[src/rtl/deparser_meta_strip_if.sv]
// Stream bundle between the action pipeline and TX: upstream word input and downstream packet output.
// The slave modport is the deparser side and the master modport is the environment side.
interface deparser_meta_strip_if;
  logic         metadata_in_valid;
  logic [133:0] metadata_in;
  logic         ready_out;
  logic         metadata_out_valid;
  logic [133:0] metadata_out;
  logic         ready_in;

  modport slave (
    input  metadata_in_valid, metadata_in, ready_in,
    output ready_out, metadata_out_valid, metadata_out
  );

  modport master (
    output metadata_in_valid, metadata_in, ready_in,
    input  ready_out, metadata_out_valid, metadata_out
  );
endinterface

[src/rtl/deparser_meta_strip.sv]
// Strips metadata words, rewrites the head MACs or drops the packet as ctrl says, and queues packet words for TX.
// Latency: accept -> valid 2 cycles with an empty queue. ready_out deasserts as the queue reaches READY_THRESH.
module deparser_meta_strip #(
  parameter int MAC_META_IDX = 1,
  parameter int OFIFO_DEPTH  = 4,
  parameter int READY_THRESH = 2
) (
  input  logic                 clk,
  input  logic                 reset,
  deparser_meta_strip_if.slave bus,
  output logic [31:0]          pkt_drop_cnt,
  output logic [31:0]          err_cnt
);
  localparam int AW = $clog2(OFIFO_DEPTH);
  localparam int CW = AW + 1;
  localparam logic [7:0]  LP_MAC_IDX = 8'(MAC_META_IDX);
  localparam logic [CW-1:0] LP_THRESH = CW'(READY_THRESH);

  typedef enum logic [2:0] {S_IDLE, S_META, S_META_DONE, S_PKT, S_DROP} state_t;

  state_t         r_state, w_state_nxt;
  logic [7:0]     r_meta_idx, w_idx_nxt;
  logic [47:0]    r_dmac, r_smac, w_dmac_nxt, w_smac_nxt;
  logic [1:0]     r_ctrl, w_ctrl_nxt;
  logic           r_ready_out;
  logic           r_s1_vld;
  logic [133:0]   r_s1_dat;
  logic [133:0]   r_mem [OFIFO_DEPTH];
  logic [AW-1:0]  r_wr_ptr, r_rd_ptr, w_rd_nxt;
  logic [CW-1:0]  r_cnt, w_cnt_nxt, w_remain;
  logic           r_out_vld;
  logic [133:0]   r_out_dat, w_head_nxt;
  logic [31:0]    r_drop_cnt, r_err_cnt;

  logic         w_acc, w_fwd, w_rewrite, w_err_inc, w_drop_inc, w_push, w_pop;
  logic [1:0]   w_tag;
  logic [133:0] w_fwd_dat;

  assign w_acc = bus.metadata_in_valid && r_ready_out;
  assign w_tag = bus.metadata_in[133:132];

  always_comb begin
    w_state_nxt = r_state;
    w_idx_nxt   = r_meta_idx;
    w_dmac_nxt  = r_dmac;
    w_smac_nxt  = r_smac;
    w_ctrl_nxt  = r_ctrl;
    w_fwd       = 1'b0;
    w_rewrite   = 1'b0;
    w_err_inc   = 1'b0;
    w_drop_inc  = 1'b0;
    if (w_acc) begin
      case (r_state)
        S_IDLE: begin
          if (w_tag == 2'b11 || w_tag == 2'b00) begin
            // New meta block: stale fields cleared so a missing MAC word reads as ctrl=0.
            w_state_nxt = (w_tag == 2'b11) ? S_META : S_META_DONE;
            w_idx_nxt   = 8'd1;
            w_dmac_nxt  = '0;
            w_smac_nxt  = '0;
            w_ctrl_nxt  = '0;
            if (LP_MAC_IDX == 8'd0) begin
              w_dmac_nxt = bus.metadata_in[127:80];
              w_smac_nxt = bus.metadata_in[79:32];
              w_ctrl_nxt = bus.metadata_in[1:0];
            end
          end else if (w_tag == 2'b01) begin
            w_state_nxt = S_PKT;
            w_err_inc   = 1'b1;
            w_fwd       = 1'b1;
          end
        end
        S_META: begin
          if (w_tag == 2'b11 || w_tag == 2'b00) begin
            if (r_meta_idx == LP_MAC_IDX) begin
              w_dmac_nxt = bus.metadata_in[127:80];
              w_smac_nxt = bus.metadata_in[79:32];
              w_ctrl_nxt = bus.metadata_in[1:0];
            end
            if (r_meta_idx != 8'hFF) w_idx_nxt = r_meta_idx + 8'd1;
            if (w_tag == 2'b00) w_state_nxt = S_META_DONE;
          end
        end
        S_META_DONE: begin
          if (w_tag == 2'b01) begin
            w_state_nxt = r_ctrl[1] ? S_DROP : S_PKT;
            w_fwd       = !r_ctrl[1];
            w_rewrite   = r_ctrl[0];
          end
        end
        S_PKT: begin
          if (w_tag != 2'b00) w_fwd = 1'b1;
          if (w_tag == 2'b10 || w_tag == 2'b01) begin
            // Tail closes the packet; a repeated head starts a bare packet with no meta.
            w_state_nxt = (w_tag == 2'b10) ? S_IDLE : S_PKT;
            w_err_inc   = (w_tag == 2'b01);
            w_idx_nxt   = '0;
            w_dmac_nxt  = '0;
            w_smac_nxt  = '0;
            w_ctrl_nxt  = '0;
          end
        end
        S_DROP: begin
          if (w_tag == 2'b10) begin
            w_state_nxt = S_IDLE;
            w_drop_inc  = 1'b1;
            w_idx_nxt   = '0;
            w_dmac_nxt  = '0;
            w_smac_nxt  = '0;
            w_ctrl_nxt  = '0;
          end
        end
        default: w_state_nxt = S_IDLE;
      endcase
    end
  end

  always_comb begin
    w_fwd_dat = bus.metadata_in;
    if (w_rewrite) begin
      w_fwd_dat[127:80] = r_dmac;
      w_fwd_dat[79:32]  = r_smac;
    end
  end

  // Output register always holds the queue head, so occupancy includes the word being presented.
  assign w_push     = r_s1_vld;
  assign w_pop      = r_out_vld && bus.ready_in;
  assign w_remain   = r_cnt - {{AW{1'b0}}, w_pop};
  assign w_cnt_nxt  = w_remain + {{AW{1'b0}}, w_push};
  assign w_rd_nxt   = r_rd_ptr + {{(AW-1){1'b0}}, w_pop};
  assign w_head_nxt = (w_remain == '0) ? r_s1_dat : r_mem[w_rd_nxt];

  always_ff @(posedge clk) begin
    if (w_push) r_mem[r_wr_ptr] <= r_s1_dat;
  end

  always_ff @(posedge clk) begin
    if (reset) begin
      r_state     <= S_IDLE;
      r_meta_idx  <= '0;
      r_dmac      <= '0;
      r_smac      <= '0;
      r_ctrl      <= '0;
      r_ready_out <= 1'b1;
      r_s1_vld    <= 1'b0;
      r_s1_dat    <= '0;
      r_wr_ptr    <= '0;
      r_rd_ptr    <= '0;
      r_cnt       <= '0;
      r_out_vld   <= 1'b0;
      r_out_dat   <= '0;
      r_drop_cnt  <= '0;
      r_err_cnt   <= '0;
    end else begin
      r_state     <= w_state_nxt;
      r_meta_idx  <= w_idx_nxt;
      r_dmac      <= w_dmac_nxt;
      r_smac      <= w_smac_nxt;
      r_ctrl      <= w_ctrl_nxt;
      r_s1_vld    <= w_fwd;
      if (w_fwd) r_s1_dat <= w_fwd_dat;
      if (w_push) r_wr_ptr <= r_wr_ptr + {{(AW-1){1'b0}}, 1'b1};
      r_rd_ptr    <= w_rd_nxt;
      r_cnt       <= w_cnt_nxt;
      r_ready_out <= (w_cnt_nxt < LP_THRESH);
      r_out_vld   <= (w_cnt_nxt != '0);
      if (w_cnt_nxt != '0) r_out_dat <= w_head_nxt;
      if (w_drop_inc && r_drop_cnt != 32'hFFFF_FFFF) r_drop_cnt <= r_drop_cnt + 32'd1;
      if (w_err_inc && r_err_cnt != 32'hFFFF_FFFF) r_err_cnt <= r_err_cnt + 32'd1;
    end
  end

  assign bus.ready_out          = r_ready_out;
  assign bus.metadata_out_valid = r_out_vld;
  assign bus.metadata_out       = r_out_dat;
  assign pkt_drop_cnt           = r_drop_cnt;
  assign err_cnt                = r_err_cnt;
endmodule
[src/flat_wrapper.sv]
// flat-port wrapper written by rule: the top's interface ports become plain ports
module deparser_meta_strip_flat 
#(
  parameter int MAC_META_IDX = 1,
  parameter int OFIFO_DEPTH  = 4,
  parameter int READY_THRESH = 2
)
  (clk, reset, pkt_drop_cnt, err_cnt, bus_metadata_in_valid, bus_metadata_in, bus_ready_in, bus_ready_out, bus_metadata_out_valid, bus_metadata_out);
  deparser_meta_strip_if bus_i ();
  input  logic clk;
  input  logic reset;
  output logic [31:0] pkt_drop_cnt;
  output logic [31:0] err_cnt;
  input wire logic [$bits(bus_i.metadata_in_valid)-1:0] bus_metadata_in_valid;
  input wire logic [$bits(bus_i.metadata_in)-1:0] bus_metadata_in;
  input wire logic [$bits(bus_i.ready_in)-1:0] bus_ready_in;
  output wire logic [$bits(bus_i.ready_out)-1:0] bus_ready_out;
  output wire logic [$bits(bus_i.metadata_out_valid)-1:0] bus_metadata_out_valid;
  output wire logic [$bits(bus_i.metadata_out)-1:0] bus_metadata_out;
  assign bus_i.metadata_in_valid = bus_metadata_in_valid;
  assign bus_i.metadata_in = bus_metadata_in;
  assign bus_i.ready_in = bus_ready_in;
  assign bus_ready_out = bus_i.ready_out;
  assign bus_metadata_out_valid = bus_i.metadata_out_valid;
  assign bus_metadata_out = bus_i.metadata_out;
  deparser_meta_strip #(.MAC_META_IDX(MAC_META_IDX), .OFIFO_DEPTH(OFIFO_DEPTH), .READY_THRESH(READY_THRESH)) u_core (.clk(clk), .reset(reset), .bus(bus_i), .pkt_drop_cnt(pkt_drop_cnt), .err_cnt(err_cnt));
endmodule
[config.mk]
export PLATFORM = sky130hd
export DESIGN_NAME = deparser_meta_strip_flat
export DESIGN_NICKNAME = d
export VERILOG_FILES = /design/src/rtl/deparser_meta_strip_if.sv /design/src/rtl/deparser_meta_strip.sv /design/src/flat_wrapper.sv
export SDC_FILE = /design/constraint.sdc
export NUM_CORES = 1
export LEC_CHECK = 0
export BUFFER_PORTS_ARGS = -buffer_cell sky130_fd_sc_hd__buf_2
export CELL_PAD_IN_SITES_DETAIL_PLACEMENT = 0
export CELL_PAD_IN_SITES_GLOBAL_PLACEMENT = 2
export CORE_ASPECT_RATIO = 0.7
export CORE_MARGIN = 2
export CORE_UTILIZATION = 41
export DETAILED_ROUTE_END_ITERATION = 12
export PLACE_DENSITY_LB_ADDON = 0.1
export SLEW_MARGIN = 5
export SYNTH_ARGS = -nofsm -noshare
export SYNTH_HDL_FRONTEND = slang
export SYNTH_SLANG_ARGS = --single-unit
[constraint.sdc]
create_clock -name clk -period 5.76 [get_ports clk]
set_input_delay 0.288 -clock clk [delete_from_list [all_inputs] [get_ports clk]]
set_output_delay 0.288 -clock clk [all_outputs]
set_load 0.005 [all_outputs]
======== After elaboration in Yosys (flattened, before gate mapping) ========
Memory sizes are Yosys's and may differ from the RTL's.
Cells that the tools add are included.
storage, ports and cells
  flip-flop bits (word level) ............. 451
  memory bits (writable) .................. 536
  output and inout port bits .............. 200
  logic and storage cells ................. 111
  memories kept ........................... 1
cells by class
  add/subtract/negate cells ............... 7
  magnitude comparators ................... 1
  equal/unequal tests ..................... 20
  multiplexer cells ....................... 51
  reductions and logical operators ........ 16
memories
  memory        depth  width  read ports  clocked after memory_dff  write ports  RTL line                   text
  u_core.r_mem  4      134    1           0                         1            deparser_meta_strip.sv:28  logic [133:0] r_mem [OFIFO_DEPTH];
operators with widths
  operator                                               number
  case mux 48 bit (4 select lines)                       2
  two-way mux 48 bit                                     7
  two-way mux 134 bit                                    1
  two-way mux 96 bit                                     1
  adder 32 x 1 -> 32 bit, second input constant          2
  inequality test 32 bit, second input constant          2
  two-way mux 8 bit                                      5
  case mux 8 bit (4 select lines)                        1
  two-way mux 3 bit                                      8
  AND reduction 7 bit                                    3
  inequality test 2 x 1 -> 1 bit, second input constant  8
  two-way mux 1 bit                                      15
  case mux 3 bit (5 select lines)                        1
  two-way mux 2 bit                                      7
  adder 8 x 1 -> 8 bit, second input constant            1
  equality test 8 x 1 -> 1 bit, second input constant    1
  inequality test 8 bit, second input constant           1
  case mux 2 bit (4 select lines)                        1
  equality test 3 x 2 -> 1 bit, second input constant    2
  logical NOT 3 bit                                      2
  equality test 2 bit, second input constant             2
  logical AND 1 bit                                      4
  nonzero test 4 bit                                     1
  adder 3 x 1 -> 3 bit                                   1
  15 further kinds                                       16

======== Logic depth before layout (Yosys ltp) ========
Gate-level depths: netlist of run 1.
  depth after elaboration ................. 6
  gate-level depth with buffers ........... 12

======== Least setup slack after synthesis of run 1 ========
Ideal clock, no wire load.
  path type ............................... register to register
  from .................................... reg u_core.r_wr_ptr[0]
  to ...................................... mem u_core.r_mem[0][0], enable pin
  setup time .............................. 509 ps
  arrival time ............................ 3614 ps
  required time ........................... 5251 ps
  slack ................................... 1637 ps
  cell stages (with the launch flop) ...... 4
  path buffers ............................ 0
  path through ............................ dfxtp_1 inv_1 ha_1 and2_1
RTL lines
  what                      RTL line                    text
  start: declaration        deparser_meta_strip.sv:29   logic [AW-1:0] r_wr_ptr, r_rd_ptr, w_rd_nxt;
  start signal: assignment  deparser_meta_strip.sv:163  if (w_push) r_wr_ptr <= r_wr_ptr + {{(AW-1){1'b0}}, 1'b1};
  end: declaration          deparser_meta_strip.sv:28
Straight into the memory's write port.

======== Worst setup path in the final report of run 1 ========
  from .................................... reg u_core.r_out_vld (netlist: u_core.bus.metadata_out_valid)
  to ...................................... reg u_core.r_out_dat[7] (netlist: u_core.bus.metadata_out[7])
on the way
  cells in the longest elaborated chain, start to end .. 4
ends and longest elaborated chain
  what                                                               RTL line                                                text
  start: declaration                                                 deparser_meta_strip.sv:31                               logic r_out_vld;
  start signal: assignment                                           deparser_meta_strip.sv:167                              r_out_vld <= (w_cnt_nxt != '0);
  logical AND 1 bit *                                                deparser_meta_strip.sv:128                              assign w_pop = r_out_vld && bus.ready_in;
  subtractor 3 x 1 -> 3 bit or adder 2 x 1 -> 2 bit (tied branches)  deparser_meta_strip.sv:129, deparser_meta_strip.sv:131
  adder 3 x 1 -> 3 bit, or another cell as far along                 deparser_meta_strip.sv:130                              assign w_cnt_nxt = w_remain + {{AW{1'b0}}, w_push};
  nonzero test 3 bit or two-way mux 134 bit (tied branches)          deparser_meta_strip.sv:168, deparser_meta_strip.sv:132
  end signal: assignment                                             deparser_meta_strip.sv:168                              if (w_cnt_nxt != '0) r_out_dat <= w_head_nxt;
  end: declaration                                                   deparser_meta_strip.sv:32                               logic [133:0] r_out_dat, w_head_nxt;
Every way passes the cells marked *; elsewhere a longest branch is shown, timed or not.
A chain may end at the register's enable or synchronous reset.

==> impl_results.rst, run 1 <==
.. list-table::
   :header-rows: 1

   * - Metric
     - Value
   * - Final period utilization
     - around three fifths
   * - Synth async-reset ratio
     - 0%
   * - Post-Place Setup Slack
     - around 2.3 ns
   * - Placed cell count
     - around 4.4k
   * - Dominant synthesized flop cell
     - sky130_fd_sc_hd__edfxtp_1
   * - Number of resized instances in the post-cts repair step
     - 0
   * - Status
     - finished, final reports clean
   * - Number of iterations in the first detailed-routing pass
     - 5
   * - CP max-delay cell
     - sky130_fd_sc_hd__or3_4
   * - Final std cell area, no fill
     - between 40000 and 50000 µm²
   * - Std-Cell Core Area
     - about 94000 µm²
   * - Type of the worst min-delay path
     - primary input to flop
   * - Starting utilization of the core area
     - just over 40%
   * - Die area
     - between 90000 and 100000 µm²
   * - Post-synth EDFFs
     - 536
   * - Clock sinks
     - around 990
   * - RSZ-0062 raised after global routing
     - no
   * - Setup slack after layout
     - 2.35 ns
   * - Number of placement rows
     - 94
   * - Combinational share of power
     - between 20% and 30%
   * - All-layer global routing usage
     - 21.0%
   * - Overflow left after global routing
     - 0
   * - Total area of multi-input combinational cells
     - 12600 µm²
   * - Crit path capture type
     - flop
   * - Number of max-capacitance violations reported
     - 0
   * - Detailed placement HPWL
     - 57.5 mm
   * - Via count of the first global-routing pass
     - about 26k
   * - Worst slew slack as a fraction of its limit
     - 26.5%
   * - Proportion of netlist area held by the largest area contributor
     - about two fifths
   * - Crit path cell chain
     - and2_1, ha_1, ha_1, inv_1, ha_1, xnor2_1, or3_4, buf_12, nor2_1, a311oi_1
   * - Gpl congestion
     - around 0.79
   * - Worst Tran Pin Value
     - ~1.1 ns
   * - Number of max-slew violations in the final report
     - 0
   * - Maximum number of buffers from clock root to sink
     - 3
   * - Critical path startpoint category
     - flop
   * - Worst path arrival time
     - approximately 4.0 ns
   * - Classification of the worst setup path
     - flop to flop
   * - Cell type contributing the most total cell area after synthesis
     - sky130_fd_sc_hd__edfxtp_1
   * - Highest cell delay on the worst timing path
     - a little over 0.8 ns
   * - Post-route DRC violation count
     - 0
   * - Critical path peak fanout
     - slightly above 90
   * - Top achievable clock speed
     - 293 MHz
   * - Cell-internal power
     - about 14 mW
   * - Number of top-level pins
     - 338
   * - Relative contribution of sequential cells to total power
     - around 43%
   * - H-tree Lvls
     - 3
   * - Fin nets
     - around 3.6k
   * - Part of the Yosys area used for sequential elements
     - approximately 65%
   * - Cell repeated most along the worst path
     - sky130_fd_sc_hd__ha_1
   * - Post-place instance area
     - between 40000 and 50000 µm²
   * - Wirelength, routed
     - between 100 and 150 mm
   * - Die X-Extent
     - between 300 and 400 µm
   * - Clock network power share
     - between 30% and 40%
   * - First-pass GRT wire length
     - 156 mm
   * - Latest clock arrival within the worst-skew pair
     - between 0.6 and 0.7 ns
   * - Final-report setup violation count
     - 0
   * - Remaining antenna violation count
     - 0
   * - Summed negative setup slack over all endpoints
     - 0 ns
   * - Leakage
     - approximately 16 nW
   * - Count of distinct cell types in the synthesized netlist
     - 55
   * - Via-per-instance ratio
     - between 5 and 6
   * - Power per cell area
     - approximately 430 nW/µm²
   * - Layout overhead on the synthesized area
     - 19.4%
   * - Leading cell types by total area after synthesis
     - sky130_fd_sc_hd__edfxtp_1, sky130_fd_sc_hd__dfxtp_1, sky130_fd_sc_hd__mux4_2
   * - Post-route clock skew
     - slightly below 0.02 ns
   * - Final worst path period need
     - 3.41 ns
   * - Number of buffers added by the clock tree synthesis step
     - 97
   * - Post-Synthesis Cells
     - approximately 3k
   * - Count of vias placed by the detailed router
     - 25.9k
   * - Count of non-filler cells in the finished layout
     - roughly 4.7k
   * - Required time at the worst-slack endpoint
     - roughly 6.3 ns
   * - Number of antenna violations at the first check in global routing
     - 5
   * - Detailed router's first-iteration violation count
     - between 1.5k and 2k
   * - Height of the die
     - 261 µm
   * - Number of filler instances in the final layout
     - 8388
   * - Total area of sequential cells
     - between 20000 and 30000 µm²
   * - Wirelength per Cell
     - around 22 µm
   * - Number of flip-flops and latches in the synthesized netlist
     - around 990
   * - Synth Cell Area
     - between 30000 and 40000 µm²
   * - Net switching power
     - between 6 and 7 mW
   * - Count of warnings emitted by yosys
     - 0
   * - Root Buffer
     - sky130_fd_sc_hd__clkbuf_16
   * - Fin. Hold Viols
     - 0
   * - TritonCTS clock tree
     - built
   * - Worst VDD drop
     - 0.504 mV
   * - Syn avg cell area
     - ~13 µm²
   * - Net count after synthesis
     - approximately 3.2k
   * - Switching Fraction
     - a little under a third
   * - Ratio of cells with drive above 1 in the final layout
     - about a fifth
   * - Maximum number of pins on one net before global-route repair
     - approximately 140
   * - Buffers on Ports
     - about 340
   * - Reg clk slew, reported paths
     - roughly 0.06 ns
-- flip-flops by register name, summed over array words and instances (netlist names) --
register                       flops
u_core.bus.metadata_out_valid      1
u_core.r_s1_dat                  134
u_core.r_ctrl                      2
u_core.r_dmac                     48
u_core.r_wr_ptr                    2
u_core.r_meta_idx                  8
u_core.r_smac                     48
u_core.r_mem                     536
u_core.r_rd_ptr                    2
u_core.pkt_drop_cnt               32
u_core.r_s1_vld                    1
u_core.bus.ready_out               1
u_core.bus.metadata_out          134
u_core.r_state                     3
u_core.r_cnt                       3
u_core.err_cnt                    32
-- what timing repair did --
action | CTS | global route
hold buffers | 134 | 0
endpoints found under the hold margin | 215 | 0
buffers inserted | 0 | 0
-- final timing paths --
kind,startpoint,to,depth (start not counted),slack [ns]
setup / recovery,u_core.bus.metadata_out_valid$_SDFF_PP0_,u_core.bus.metadata_out[7]$_SDFFE_PP0P_,10,2.35
hold / removal,reset,u_core.pkt_drop_cnt[10]$_SDFFE_PP0P_,2,0.18
setup reg to reg,u_core.bus.metadata_out_valid$_SDFF_PP0_,u_core.bus.metadata_out[7]$_SDFFE_PP0P_,10,2.35
hold reg to reg,u_core.r_dmac[14]$_SDFFE_PP0P_,u_core.r_dmac[14]$_SDFFE_PP0P_,2,0.45
-- worst max-delay path: cells and delay by family, from the launching register on --
kind                       cells  cell delay [ns]
buffers and inverters          2             0.48
DFF                            1             0.30
xor gates and xnor gates       1             0.25
adders and majority gates      3             0.79
AOI/OAI and AO/OA              1             0.26
and+or+nand+nor                3             1.12
-- cell type report --
class	instances	share of cell area, %
inverters	19	0.155
repair buffers	504	7.49
flip-flops and latches	987	54.6
clock inverters	51	1.10
multi-input cells	1800	27.3
diodes	2	0.0109
clock buffers	131	5.96
well taps	1248	3.39
-- power by group through the flow --
stage          Combinational, mW  Sequential, mW  Clock [mW]
2_1_floorplan               3.19            8.50           0
3_3_place_gp                4.90            8.66           0
3_5_place_dp                4.99            8.68           0
4_1_cts                     5.07            8.53        6.66
5_1_grt                     5.47            8.59        6.93
6_report                    4.93            8.52        6.49
-- layout by cell type, fill, tap and decap left out, types with 4 or more instances in the layout --
cell type,n
sky130_fd_sc_hd__or3_1,12
sky130_fd_sc_hd__clkbuf_8,8
sky130_fd_sc_hd__buf_12,13
sky130_fd_sc_hd__buf_2,336
sky130_fd_sc_hd__clkinv_2,23
sky130_fd_sc_hd__and2_4,4
sky130_fd_sc_hd__mux2_2,8
sky130_fd_sc_hd__o21ai_0,21
sky130_fd_sc_hd__and4_1,13
sky130_fd_sc_hd__ha_1,18
sky130_fd_sc_hd__a311oi_1,134
sky130_fd_sc_hd__xor2_1,4
sky130_fd_sc_hd__dlygate4sd3_1,134
sky130_fd_sc_hd__clkinv_1,13
sky130_fd_sc_hd__xnor2_1,7
sky130_fd_sc_hd__nand3_1,124
sky130_fd_sc_hd__mux4_2,135
sky130_fd_sc_hd__and2_1,5
sky130_fd_sc_hd__nor3_1,7
sky130_fd_sc_hd__o31ai_1,37
sky130_fd_sc_hd__or4_1,39
sky130_fd_sc_hd__inv_1,19
sky130_fd_sc_hd__buf_4,20
sky130_fd_sc_hd__nor4_1,6
sky130_fd_sc_hd__and3_1,12
sky130_fd_sc_hd__dfxtp_1,451
sky130_fd_sc_hd__a21oi_1,199
sky130_fd_sc_hd__edfxtp_1,536
sky130_fd_sc_hd__nor2b_1,15
sky130_fd_sc_hd__nor2_1,263
sky130_fd_sc_hd__mux2i_1,100
sky130_fd_sc_hd__bufinv_16,10
sky130_fd_sc_hd__nand3b_1,6
sky130_fd_sc_hd__nand2_1,465
sky130_fd_sc_hd__a211oi_1,97
sky130_fd_sc_hd__clkbuf_1,21
sky130_fd_sc_hd__nand4_1,28
sky130_fd_sc_hd__clkbuf_16,102
-- cells in the mapped netlist, types with 39 or more instances --
| cell type | number |
|---|---|
| sky130_fd_sc_hd__mux2i_1 | 100 |
| sky130_fd_sc_hd__a311oi_1 | 134 |
| sky130_fd_sc_hd__clkbuf_1 | 200 |
| sky130_fd_sc_hd__a211oi_1 | 97 |
| sky130_fd_sc_hd__nand2_1 | 465 |
| sky130_fd_sc_hd__nand3_1 | 125 |
| sky130_fd_sc_hd__dfxtp_1 | 451 |
| sky130_fd_sc_hd__or4_1 | 39 |
| sky130_fd_sc_hd__nor2_1 | 263 |
| sky130_fd_sc_hd__mux4_2 | 135 |
| sky130_fd_sc_hd__edfxtp_1 | 536 |
| sky130_fd_sc_hd__a21oi_1 | 199 |
-- layer usage --
metal | vias to the layer above | share of wire [%] | global-route usage [%]
li1 | 12185 | - | -
met1 | 12949 | 46 | 29.3
met2 | 559 | 47 | 34.2
met4 | 4 | 2.5 | 5.90
met5 | - | 0.022 | 0
met3 | 162 | 4.1 | 3.39
-- stage by stage --
stage / hold slack (ns) / power (mW) / util, %
2_1_floorplan: 0.424 / 11.7 / -
3_3_place_gp: 0.437 / 13.6 / 44.2
3_5_place_dp: 0.443 / 13.7 / 44.2
4_1_cts: 0.173 / 20.3 / 49.1
5_1_grt: 0.211 / 21.0 / 49.2
6_report: 0.179 / 19.9 / 49.2
-- logic make-up after synthesis --
| group | Yosys count | share of synthesized area [%] |
|---|---|---|
| xor gates and xnor gates | 12 | 0.273 |
| buffers and inverters | 258 | 2.58 |
| adders and majority gates | 19 | 0.617 |
| DFF | 987 | 65.2 |
| and+or+nand+nor | 1022 | 11.8 |
| muxes | 243 | 10.7 |
| AOI/OAI and AO/OA | 504 | 8.86 |
Power figures use the tool's default switching activity.
==> inputs of run 2 (changes only) <==
--- a/config.mk
+++ b/config.mk
@@ -10,7 +10,7 @@
 export CELL_PAD_IN_SITES_GLOBAL_PLACEMENT = 2
 export CORE_ASPECT_RATIO = 0.7
 export CORE_MARGIN = 2
-export CORE_UTILIZATION = 41
+export CORE_UTILIZATION = 37
 export DETAILED_ROUTE_END_ITERATION = 12
 export PLACE_DENSITY_LB_ADDON = 0.1
 export SLEW_MARGIN = 5
==> constraint.sdc (replaced) <==
create_clock -name clk -period 3.1 [get_ports clk]
set_input_delay 0.155 -clock clk [delete_from_list [all_inputs] [get_ports clk]]
set_output_delay 0.155 -clock clk [all_outputs]
set_load 0.005 [all_outputs]
==> run 2 against run 1 <==
Non-clock buffer count is 47 higher. Clock skew is 0.011 ns higher. Via count is 1.1% higher. Worst setup slack worse by 2.2 ns. Largest cell class unchanged. Combinational power is 99% higher. Final area is 2.4% higher. Critical path type unchanged. Critical path depth is 3 lower. Maximum frequency is 17% higher. Sequential power is 85% higher. Highest routed layer unchanged.
==> impl_results.rst, run 2 (same netlist as run 1, synthesis figures left out) <==
.. list-table::
   :header-rows: 1

   * - Metric
     - Value
   * - Routed length on met2
     - 49.8 mm
   * - Cell-internal power
     - approximately 26 mW
   * - Type of the worst min-delay path
     - primary input to flop
   * - TritonCTS clock tree
     - built
   * - Worst slew slack as a fraction of its limit
     - roughly two fifths
   * - Detailed router's first-iteration violation count
     - approximately 1.7k
   * - Endpoint of the worst setup timing path
     - u_core.r_dmac[39]$_SDFFE_PP0P_
   * - Critical path peak fanout
     - 41
   * - Setup slack after layout
     - 0.181 ns
   * - Number of antenna violations at the first check in global routing
     - 5
   * - Number of buffers added by the clock tree synthesis step
     - 101
   * - Worst path arrival time
     - approximately 3.5 ns
   * - Final-report setup violation count
     - 0
   * - Number of filler instances in the final layout
     - about 9.4k
   * - Maximum number of buffers from clock root to sink
     - 3
   * - Wirelength per Cell
     - 21.4 µm
   * - Classification of the worst setup path
     - flop to flop
   * - Post-place instance area
     - approximately 42000 µm²
   * - Post-route DRC violation count
     - 0
   * - Final period utilization
     - a little over nine tenths
   * - Detailed placement HPWL
     - between 60 and 70 mm
   * - Status
     - finished, final reports clean
   * - Most frequent standard cell in the layout excluding fill and tap cells
     - sky130_fd_sc_hd__edfxtp_1
   * - Crit path capture type
     - flop
   * - Post-Route Utilization
     - ~45%
   * - Number of max-slew violations in the final report
     - 0
   * - First-pass GRT wire length
     - 160 mm
   * - Power per cell area
     - about 810 nW/µm²
   * - Layout overhead on the synthesized area
     - 22.2%
   * - WL met3
     - roughly 4.5 mm
   * - Latest clock arrival within the worst-skew pair
     - 0.70 ns
   * - Worst setup startpoint
     - u_core.r_state[2]$_SDFFE_PP0P_
   * - Required time at the worst-slack endpoint
     - 3.72 ns
   * - Wirelength, routed
     - 105 mm
   * - Highest cell delay on the worst timing path
     - between 0.6 and 0.7 ns
   * - Clock sinks
     - between 900 and 1k
   * - Number of placement rows
     - between 90 and 100
   * - Number of flip-flops under the largest register name
     - 536
   * - H-tree Lvls
     - 3
   * - Critical path startpoint category
     - flop
   * - Fin. Hold Viols
     - 0
   * - Highest metal layer with signal wires
     - met5
   * - Overflow left after global routing
     - 0
   * - Ratio of cells with drive above 1 in the final layout
     - a little over a fifth
   * - Die area
     - around 110000 µm²
   * - Crit path cell chain
     - nand4bb_1, buf_4, a211oi_4, buf_6, nand3_1, a21oi_1, dlygate4sd3_1
   * - Buffers on Ports
     - around 340
   * - Summed negative setup slack over all endpoints
     - 0 ns
   * - Switching Fraction
     - a little under a third
   * - Post-CTS Repair Setup Buffers
     - 0
   * - RSZ-0062 raised after global routing
     - no
   * - Starting utilization of the core area
     - a little under two fifths
   * - Number of max-capacitance violations reported
     - 0
   * - Number of top-level pins
     - about 340
   * - Worst Tran Pin Value
     - between 0.8 and 0.9 ns
   * - Worst VDD drop
     - 0.834 mV
   * - Clock network power share
     - between 30% and 40%
   * - Largest Register
     - u_core.r_mem
   * - Root Buffer
     - sky130_fd_sc_hd__clkbuf_16
   * - Via-per-instance ratio
     - roughly 5.3
   * - Detailed-routing wirelength on met1
     - 48.9 mm
   * - Leakage
     - around 16 nW
   * - Std-Cell Core Area
     - 104000 µm²
   * - Die X-Extent
     - just under 400 µm
   * - Via count of the first global-routing pass
     - around 26k
   * - Number of iterations in the first detailed-routing pass
     - 5
   * - Reg2Reg Depth
     - 7
   * - Relative contribution of sequential cells to total power
     - 41.2%
   * - Final std cell area, no fill
     - approximately 47000 µm²
   * - Highest-count cells in the layout ignoring fill and taps
     - sky130_fd_sc_hd__edfxtp_1, sky130_fd_sc_hd__nand2_1, sky130_fd_sc_hd__dfxtp_1
   * - Reg-to-reg setup timing slack
     - 0.18 ns
   * - Post-route clock skew
     - slightly above 0.03 ns
   * - Reg clk slew, reported paths
     - around 0.070 ns
   * - Launch point of the worst reg-to-reg path
     - u_core.r_state[2]$_SDFFE_PP0P_
   * - Fin nets
     - roughly 3.6k
   * - CP max-delay cell
     - sky130_fd_sc_hd__dfxtp_1
   * - Post-Place Setup Slack
     - approximately 0.29 ns
   * - Height of the die
     - 274 µm
   * - R2R Path End
     - u_core.r_dmac[39]$_SDFFE_PP0P_
   * - Remaining antenna violation count
     - 0
   * - Combinational share of power
     - roughly a quarter
   * - Final worst path period need
     - around 2.9 ns
   * - Maximum number of pins on one net before global-route repair
     - roughly 110
   * - Gpl congestion
     - between 0.7 and 0.8
   * - Number of stages on the worst hold path
     - 5
   * - Net switching power
     - between 10 and 15 mW
   * - Worst slack on hold paths
     - around 0.24 ns
   * - Count of vias placed by the detailed router
     - approximately 26k
   * - Top achievable clock speed
     - ~340 MHz
   * - All-layer global routing usage
     - slightly below 20%
[run 2: how the worst min path moves through the flow]
stage | slack, ns | endpoint | from
finish | 0.24 | u_core.r_s1_dat[51]$_SDFFE_PP0P_ | bus_metadata_in_valid
global route | 0.22 | u_core.r_s1_dat[23]$_SDFFE_PP0P_ | bus_metadata_in[23]
CTS | 0.20 | u_core.r_s1_dat[51]$_SDFFE_PP0P_ | bus_metadata_in_valid
detailed placement | 0.41 | u_core.r_s1_dat[26]$_SDFFE_PP0P_ | bus_metadata_in[26]
global placement | 0.41 | u_core.r_s1_dat[20]$_SDFFE_PP0P_ | bus_metadata_in[20]
floorplan | 0.29 | u_core.r_s1_dat[0]$_SDFFE_PP0P_ | bus_metadata_in[0]
[run 2: worst max-delay path, delay by kind of cell (launching register included)]
kind / cells / cell delay (ns)
AOI/OAI and AO/OA: 2 / 0.43
buffers and inverters: 3 / 1.23
DFF: 1 / 0.63
and+or+nand+nor: 2 / 0.51
[run 2: area by class of cell]
class	count	area, µm²	area share [%]
sequential	987	25100	53.3
multi-input combinational	1800	12600	26.7
timing repair buffer	551	4140	8.78
clock buffer	132	2840	6.03
tap	1363	1710	3.62
clock inverter	60	676	1.43
inverter	19	71.3	0.151
antenna	2	5.00	0.0106
[run 2: power groups by stage]
| stage | registers [mW] | logic [mW] | clock network, mW |
|---|---|---|---|
| floorplan | 15.8 | 5.94 | 0 |
| global placement | 16.1 | 9.78 | 0 |
| detailed placement | 16.1 | 9.92 | 0 |
| CTS | 15.8 | 10.1 | 13.1 |
| global route | 15.9 | 10.9 | 13.6 |
| finish | 15.8 | 9.82 | 12.8 |
[run 2: metrics by stage]
step                      total power [mW]  instances
after floorplan                       21.7       3045
after global placement                25.8       4578
after detailed placement              26.0       4578
after CTS                             39.0       4912
after global routing                  40.5       4914
final                                 38.4       4914
[run 2: repair_timing]
action                     CTS  global route
setup endpoints to repair    0             7
hold endpoints to repair   271             0
hold buffers               142             0
resized for setup            0             1
[run 2: layer usage]
metal	up-vias	global-route usage, %
met4	6	4.43
met5	-	0
li1	12279	-
met3	132	3.37
met2	524	31.9
met1	13199	27.0
